==> config.mk <==
export PLATFORM = sky130hd
export DESIGN_NAME = serial_adder_ctrl
export DESIGN_NICKNAME = d
export VERILOG_FILES = /design/src/rtl/serial_adder_ctrl_pkg.sv /design/src/rtl/full_adder_gatelevel.sv /design/src/rtl/serial_adder_ctrl.sv
export SDC_FILE = /design/constraint.sdc
export NUM_CORES = 1
export LEC_CHECK = 0
export ABC_AREA = 1
export BUFFER_PORTS_ARGS = -buffer_cell sky130_fd_sc_hd__buf_4
export CAP_MARGIN = 0
export CORE_MARGIN = 5
export CORE_UTILIZATION = 45
export CTS_CLUSTER_SIZE = 40
export DETAILED_ROUTE_END_ITERATION = 16
export PLACE_DENSITY_LB_ADDON = 0.12
export SKIP_LAST_GASP = 1
export SLEW_MARGIN = 20
export SYNTH_ARGS = -nofsm -noshare
export SYNTH_HDL_FRONTEND = slang
export SYNTH_HIERARCHICAL = 1
export SYNTH_SLANG_ARGS = --single-unit
==> constraint.sdc <==
create_clock -name clk -period 2.1 [get_ports clk]
set_clock_uncertainty 0.15 [all_clocks]
set_input_delay 0.42 -clock clk [delete_from_list [all_inputs] [get_ports clk]]
set_output_delay 0.42 -clock clk [all_outputs]
set_load 0.1 [all_outputs]
==> src/rtl/serial_adder_ctrl_pkg.sv <==
// Shared definitions for the bit-serial adder controller: FSM encodings,
// default operand width and the bit-counter width helper.
package serial_adder_ctrl_pkg;

    typedef enum logic [1:0] {
        ST_IDLE = 2'd0,
        ST_RUN  = 2'd1,
        ST_DONE = 2'd2
    } state_t;

    localparam int unsigned DEFAULT_WIDTH = 8;

    // Counter only has to reach WIDTH-1; never narrower than one bit.
    function automatic int unsigned cnt_width(input int unsigned width);
        return (width > 1) ? $clog2(width) : 1;
    endfunction

    localparam int unsigned DEFAULT_CNT_W = cnt_width(DEFAULT_WIDTH);

endpackage

==> src/rtl/full_adder_gatelevel.sv <==
// Gate-level 1-bit full adder cell.
module full_adder_gatelevel (
    input  logic a,
    input  logic b,
    input  logic cin,
    output logic s,
    output logic co
);

    logic axb;

    assign axb = a ^ b;
    assign s   = axb ^ cin;
    assign co  = (a & b) | (axb & cin);

endmodule

==> src/rtl/serial_adder_ctrl.sv <==
// Bit-serial adder: one shared full-adder cell processes one bit per cycle,
// LSB first. Three-state FSM (IDLE/RUN/DONE), synchronous active-high reset.
// Optional macro SERIAL_ADDER_SUB_EN adds a 'sub' input selecting a - b.
module serial_adder_ctrl
    import serial_adder_ctrl_pkg::*;
#(
    parameter int unsigned WIDTH = DEFAULT_WIDTH
) (
    input  logic             clk,
    input  logic             rst,
    input  logic             start,
    input  logic [WIDTH-1:0] a,
    input  logic [WIDTH-1:0] b,
    input  logic             cin,
`ifdef SERIAL_ADDER_SUB_EN
    input  logic             sub,
`endif
    output logic [WIDTH-1:0] sum,
    output logic             cout,
    output logic             busy,
    output logic             done
);

    localparam int unsigned CNT_W = cnt_width(WIDTH);
    localparam logic [CNT_W-1:0] LAST = CNT_W'(WIDTH - 1);

    state_t            state_q, state_d;
    logic [WIDTH-1:0]  a_q, b_q, sum_q;
    logic [CNT_W-1:0]  cnt_q;
    logic              carry_q, cout_q;
    logic [WIDTH-1:0]  b_in;
    logic              cin_in;
    logic              fa_s, fa_co;
    logic              accept;

    assign accept = (state_q == ST_IDLE) && start;

    // Operand conditioning at capture: subtraction is a + ~b + 1.
    always_comb begin
        b_in   = b;
        cin_in = cin;
`ifdef SERIAL_ADDER_SUB_EN
        if (sub) begin
            b_in   = ~b;
            cin_in = 1'b1;
        end
`endif
    end

    full_adder_gatelevel u_fa (
        .a   (a_q[cnt_q]),
        .b   (b_q[cnt_q]),
        .cin (carry_q),
        .s   (fa_s),
        .co  (fa_co)
    );

    // State register.
    always_ff @(posedge clk) begin
        if (rst) begin
            state_q <= ST_IDLE;
        end else begin
            state_q <= state_d;
        end
    end

    // Next-state logic; DONE always returns to IDLE so start is never queued.
    always_comb begin
        state_d = state_q;
        case (state_q)
            ST_IDLE: if (start) state_d = ST_RUN;
            ST_RUN:  if (cnt_q == LAST) state_d = ST_DONE;
            ST_DONE: state_d = ST_IDLE;
            default: state_d = ST_IDLE;
        endcase
    end

    // Datapath: capture operands on accept, then one bit per RUN cycle.
    always_ff @(posedge clk) begin
        if (rst) begin
            a_q     <= '0;
            b_q     <= '0;
            sum_q   <= '0;
            cnt_q   <= '0;
            carry_q <= 1'b0;
            cout_q  <= 1'b0;
        end else if (accept) begin
            a_q     <= a;
            b_q     <= b_in;
            carry_q <= cin_in;
            sum_q   <= '0;
            cnt_q   <= '0;
            cout_q  <= 1'b0;
        end else if (state_q == ST_RUN) begin
            sum_q[cnt_q] <= fa_s;
            carry_q      <= fa_co;
            cnt_q        <= cnt_q + CNT_W'(1);
            if (cnt_q == LAST) begin
                cout_q <= fa_co;
            end
        end
    end

    assign sum  = sum_q;
    assign cout = cout_q;
    assign busy = (state_q == ST_RUN);
    assign done = (state_q == ST_DONE);

endmodule

==> impl_metrics.toml <==
[power]
power.ir.vdd_worst_v = 0.000331
cellPowerDensity_nw_per_um2 = 664
swShare_pct = 29.4
p_seq_share_pct = 52.6
combPwrFrac_pct = 18.9
p_clk_share_pct = 28.6
p_leak_nw = 0.839
power_switching_mw = 0.358
p_int_mw = 0.861

[sta]
timing_hold_violations_final = 0
relative_slew_slack_pct = 73.8
fin_crit_period_ns = 1.96
fin_crit_sh_pct = 93.4
transition_time_at_the_pin_with_the_least_slew_margin_ns = 0.393
rsz_0062_raised_after_global_routing = "false"
number_of_setup_violations_in_the_final_report = 0
holdWs_ns = 0.116
achievable-frequency_mhz = 510
final-max-slew-violation-count = 0

[clocking]
clkSlewWorstSetupHoldPaths_ns = 0.08
ctsHtreeMaxLevel = 2
cts_tree = "yes"
clock_insertion_delay_worst_skew_ns = 0.33
cts_root_buffer = "sky130_fd_sc_hd__clkbuf_4"
cts-root-to-sink-buffers = 2
numClockSinks = 31
tritoncts.num_buffers = 5
postCtsSetupRepairBufs = 0
holdBufCountCts = 0

[worst_setup_path]
flop2flop_setup_slack_ns = 0.16
start_kind = "flop"
highest_fanout_seen_on_the_critical_path = 7
critPathArrivalTime_ns = 1.39
critical_path.endpoint = "busy"
crit_path_capture_type = "primary output"
timing.rr.end = "sum[0]$_SDFFE_PP0P_"
timing.critical_path.from = "state_q[0]$_SDFFE_PP0P_"
reg2regPathDepth = 9
required_ns = 1.53
critical_path_class = "flop to primary output"
regToRegStartpoint = "cnt_q[2]$_SDFFE_PP0P_"

[floorplanning]
design.core.area_um2 = 3100
die_w_um = 67.3
io_pins = 31
die_h_um = 67.3
initial_utilization_pct = 47.6
rows = 20
design.die.area_um2 = 4530

[cells_and_area]
design.final.nets = 271
finish.cell_count_without_fillers = 292
final.fill_count = 341
seqCellArea_um2 = 623
antenna_cells = 0
final_area_um2 = 1840
area_growth_pct = 24.3
final_layout_size_suffix_gt1_share_pct = 28.6
multi_input_comb_area_um2 = 717

[run]
cap_viol_max_count = 0

[routing]
firstDrtPassIters = 4
drc_viols = 0
viasPerCell = 4.58
via_count = 1336
dr.first_iter.drc_count = 88
wl_per_cell_um = 9.76
detail-route-antenna-nets = 0
wl_um = 2850

[logic_synthesis]
post_synth_instance_area_um2 = 1480
synth-edff-count = 0
synth.top_cells.by_count = "sky130_fd_sc_hd__nor2_1 (60), sky130_fd_sc_hd__nand2_1 (38), sky130_fd_sc_hd__dfxtp_1 (31), sky130_fd_sc_hd__inv_1 (22), sky130_fd_sc_hd__nand3_1 (12)"
synth_fp_nets = 231
netlist_top_cells_area = "sky130_fd_sc_hd__dfxtp_1 (42%), sky130_fd_sc_hd__nor2_1 (15%), sky130_fd_sc_hd__nand2_1 (9.7%)"
post_synth.cell_area_avg_um2 = 7.10
postSynthRegisterBits = 31
synth_most_common_cell = "sky130_fd_sc_hd__nor2_1"
share_of_yosys_cell_area_claimed_by_the_top_area_cell_type_pct = 42.0
ys_seq_area_share_pct = 42.0
synthArstFlopShare_pct = 0
synthesis.yosys.warnings = 6
ys_types = 23
postSynthCellCount = 208
yosys.area.top_type = "sky130_fd_sc_hd__dfxtp_1"
synth-main-ff-cell = "sky130_fd_sc_hd__dfxtp_1"

[placement]
io_buffer_count = 30
place.detailed.hpwl_um = 2220
finalWeightedCongestion = 0.865
place_inst = 285
placement.cell_area_um2 = 1770

[global_routing]
antenna_found_initial = 0
groute.usage.overall_pct = 14.5
pin_count_of_the_biggest_net_entering_global_routing = 20
grt_overflow_total = 0
global_route_wire_length_before_repair_um = 5000
first_global_vias = 1183

[outcome]
outcome = "completed"

[min_path]
whs_path_depth = 2
worst_hold_path_type = "primary input to flop"
-- final cells by class --
type | count | share of cell area [%]
clock buffer | 6 | 2.79
timing repair buffer | 38 | 15.5
multi-input combinational | 147 | 39.1
sequential | 31 | 33.9
inverter | 25 | 5.39
tap | 44 | 3.00
clock inverter | 1 | 0.273
-- power groups by stage --
stage	Sequential, mW	Clock, mW	Combinational [mW]
2_1_floorplan	0.661	0	0.162
3_3_place_gp	0.653	0	0.226
3_5_place_dp	0.655	0	0.228
4_1_cts	0.641	0.356	0.229
5_1_grt	0.646	0.388	0.262
6_report	0.641	0.348	0.230
-- per-stage QoR --
step	worst slack, ns	setup TNS [ns]	utilization (%)	power [mW]
after floorplan	0.147	0	-	0.823
after global placement	0.0499	0	57.0	0.879
after detailed placement	-0.0179	-0.0381	57.0	0.883
after CTS	0.0499	0	58.9	1.23
after global routing	0.00828	0	59.2	1.30
final	0.138	0	59.2	1.22
-- worst max-delay path: stages (launching register included) --
cell and delay, ns:
sky130_fd_sc_hd__dfxtp_1 0.41, sky130_fd_sc_hd__nand2_2 0.15, sky130_fd_sc_hd__inv_1 0.19, sky130_fd_sc_hd__buf_4 0.32
-- logic make-up (layout without fill, tap and decap cells) --
| logic type | after synthesis | after routing | share of synthesized area (%) |
|---|---|---|---|
| buffers and inverters | 30 | 70 | 10.1 |
| AOI/OAI and AO/OA | 27 | 27 | 12.2 |
| and+or+nand+nor | 117 | 117 | 32.6 |
| DFF | 31 | 31 | 42.0 |
| adders and majority gates | 3 | 3 | 3.05 |
-- routing by layer --
metal	share of wire, %	track usage [%]	wire, µm
met1	47	17.8	1340
met2	46	23.4	1300
met3	5.2	3.99	147
met4	2.1	6.84	61
met5	0	0	0
-- registers in the layout, indices dropped and copies added (netlist names) --
name and cells:
cout 1, cnt_q 3, state_q 2, a_q 8, carry_q 1, b_q 8
sum 8
-- cells in the final DEF (no fill, tap or decap), types with 4 or more instances in the layout --
cell type	instances
sky130_fd_sc_hd__nand2_1	38
sky130_fd_sc_hd__dfxtp_1	29
sky130_fd_sc_hd__clkbuf_4	5
sky130_fd_sc_hd__nand3_1	12
sky130_fd_sc_hd__nor2_2	5
sky130_fd_sc_hd__o21ai_0	7
sky130_fd_sc_hd__inv_2	4
sky130_fd_sc_hd__o21ai_2	10
sky130_fd_sc_hd__buf_4	38
sky130_fd_sc_hd__inv_1	20
sky130_fd_sc_hd__a21oi_1	7
sky130_fd_sc_hd__nor2_1	56
-- worst min path at each step --
stage          slack (ns)                start                       to
2_1_floorplan        0.31  a_q[0]$_SDFFE_PP0P_      a_q[0]$_SDFFE_PP0P_
3_5_place_dp         0.32  b_q[4]$_SDFFE_PP0P_      b_q[4]$_SDFFE_PP0P_
4_1_cts              0.10                  rst  state_q[1]$_SDFFE_PP0P_
3_3_place_gp         0.30    cout$_SDFFE_PP0P_        cout$_SDFFE_PP0P_
5_1_grt              0.10                  rst  state_q[1]$_SDFFE_PP0P_
6_report             0.12                  rst  state_q[1]$_SDFFE_PP0P_
-- timing repair --
item	CTS	global route
resized for setup	1	6
endpoints found under the setup margin	5	8
endpoints found under the hold margin	0	0
gates cloned	0	0
Note: power is estimated with default switching activity, not from simulation.
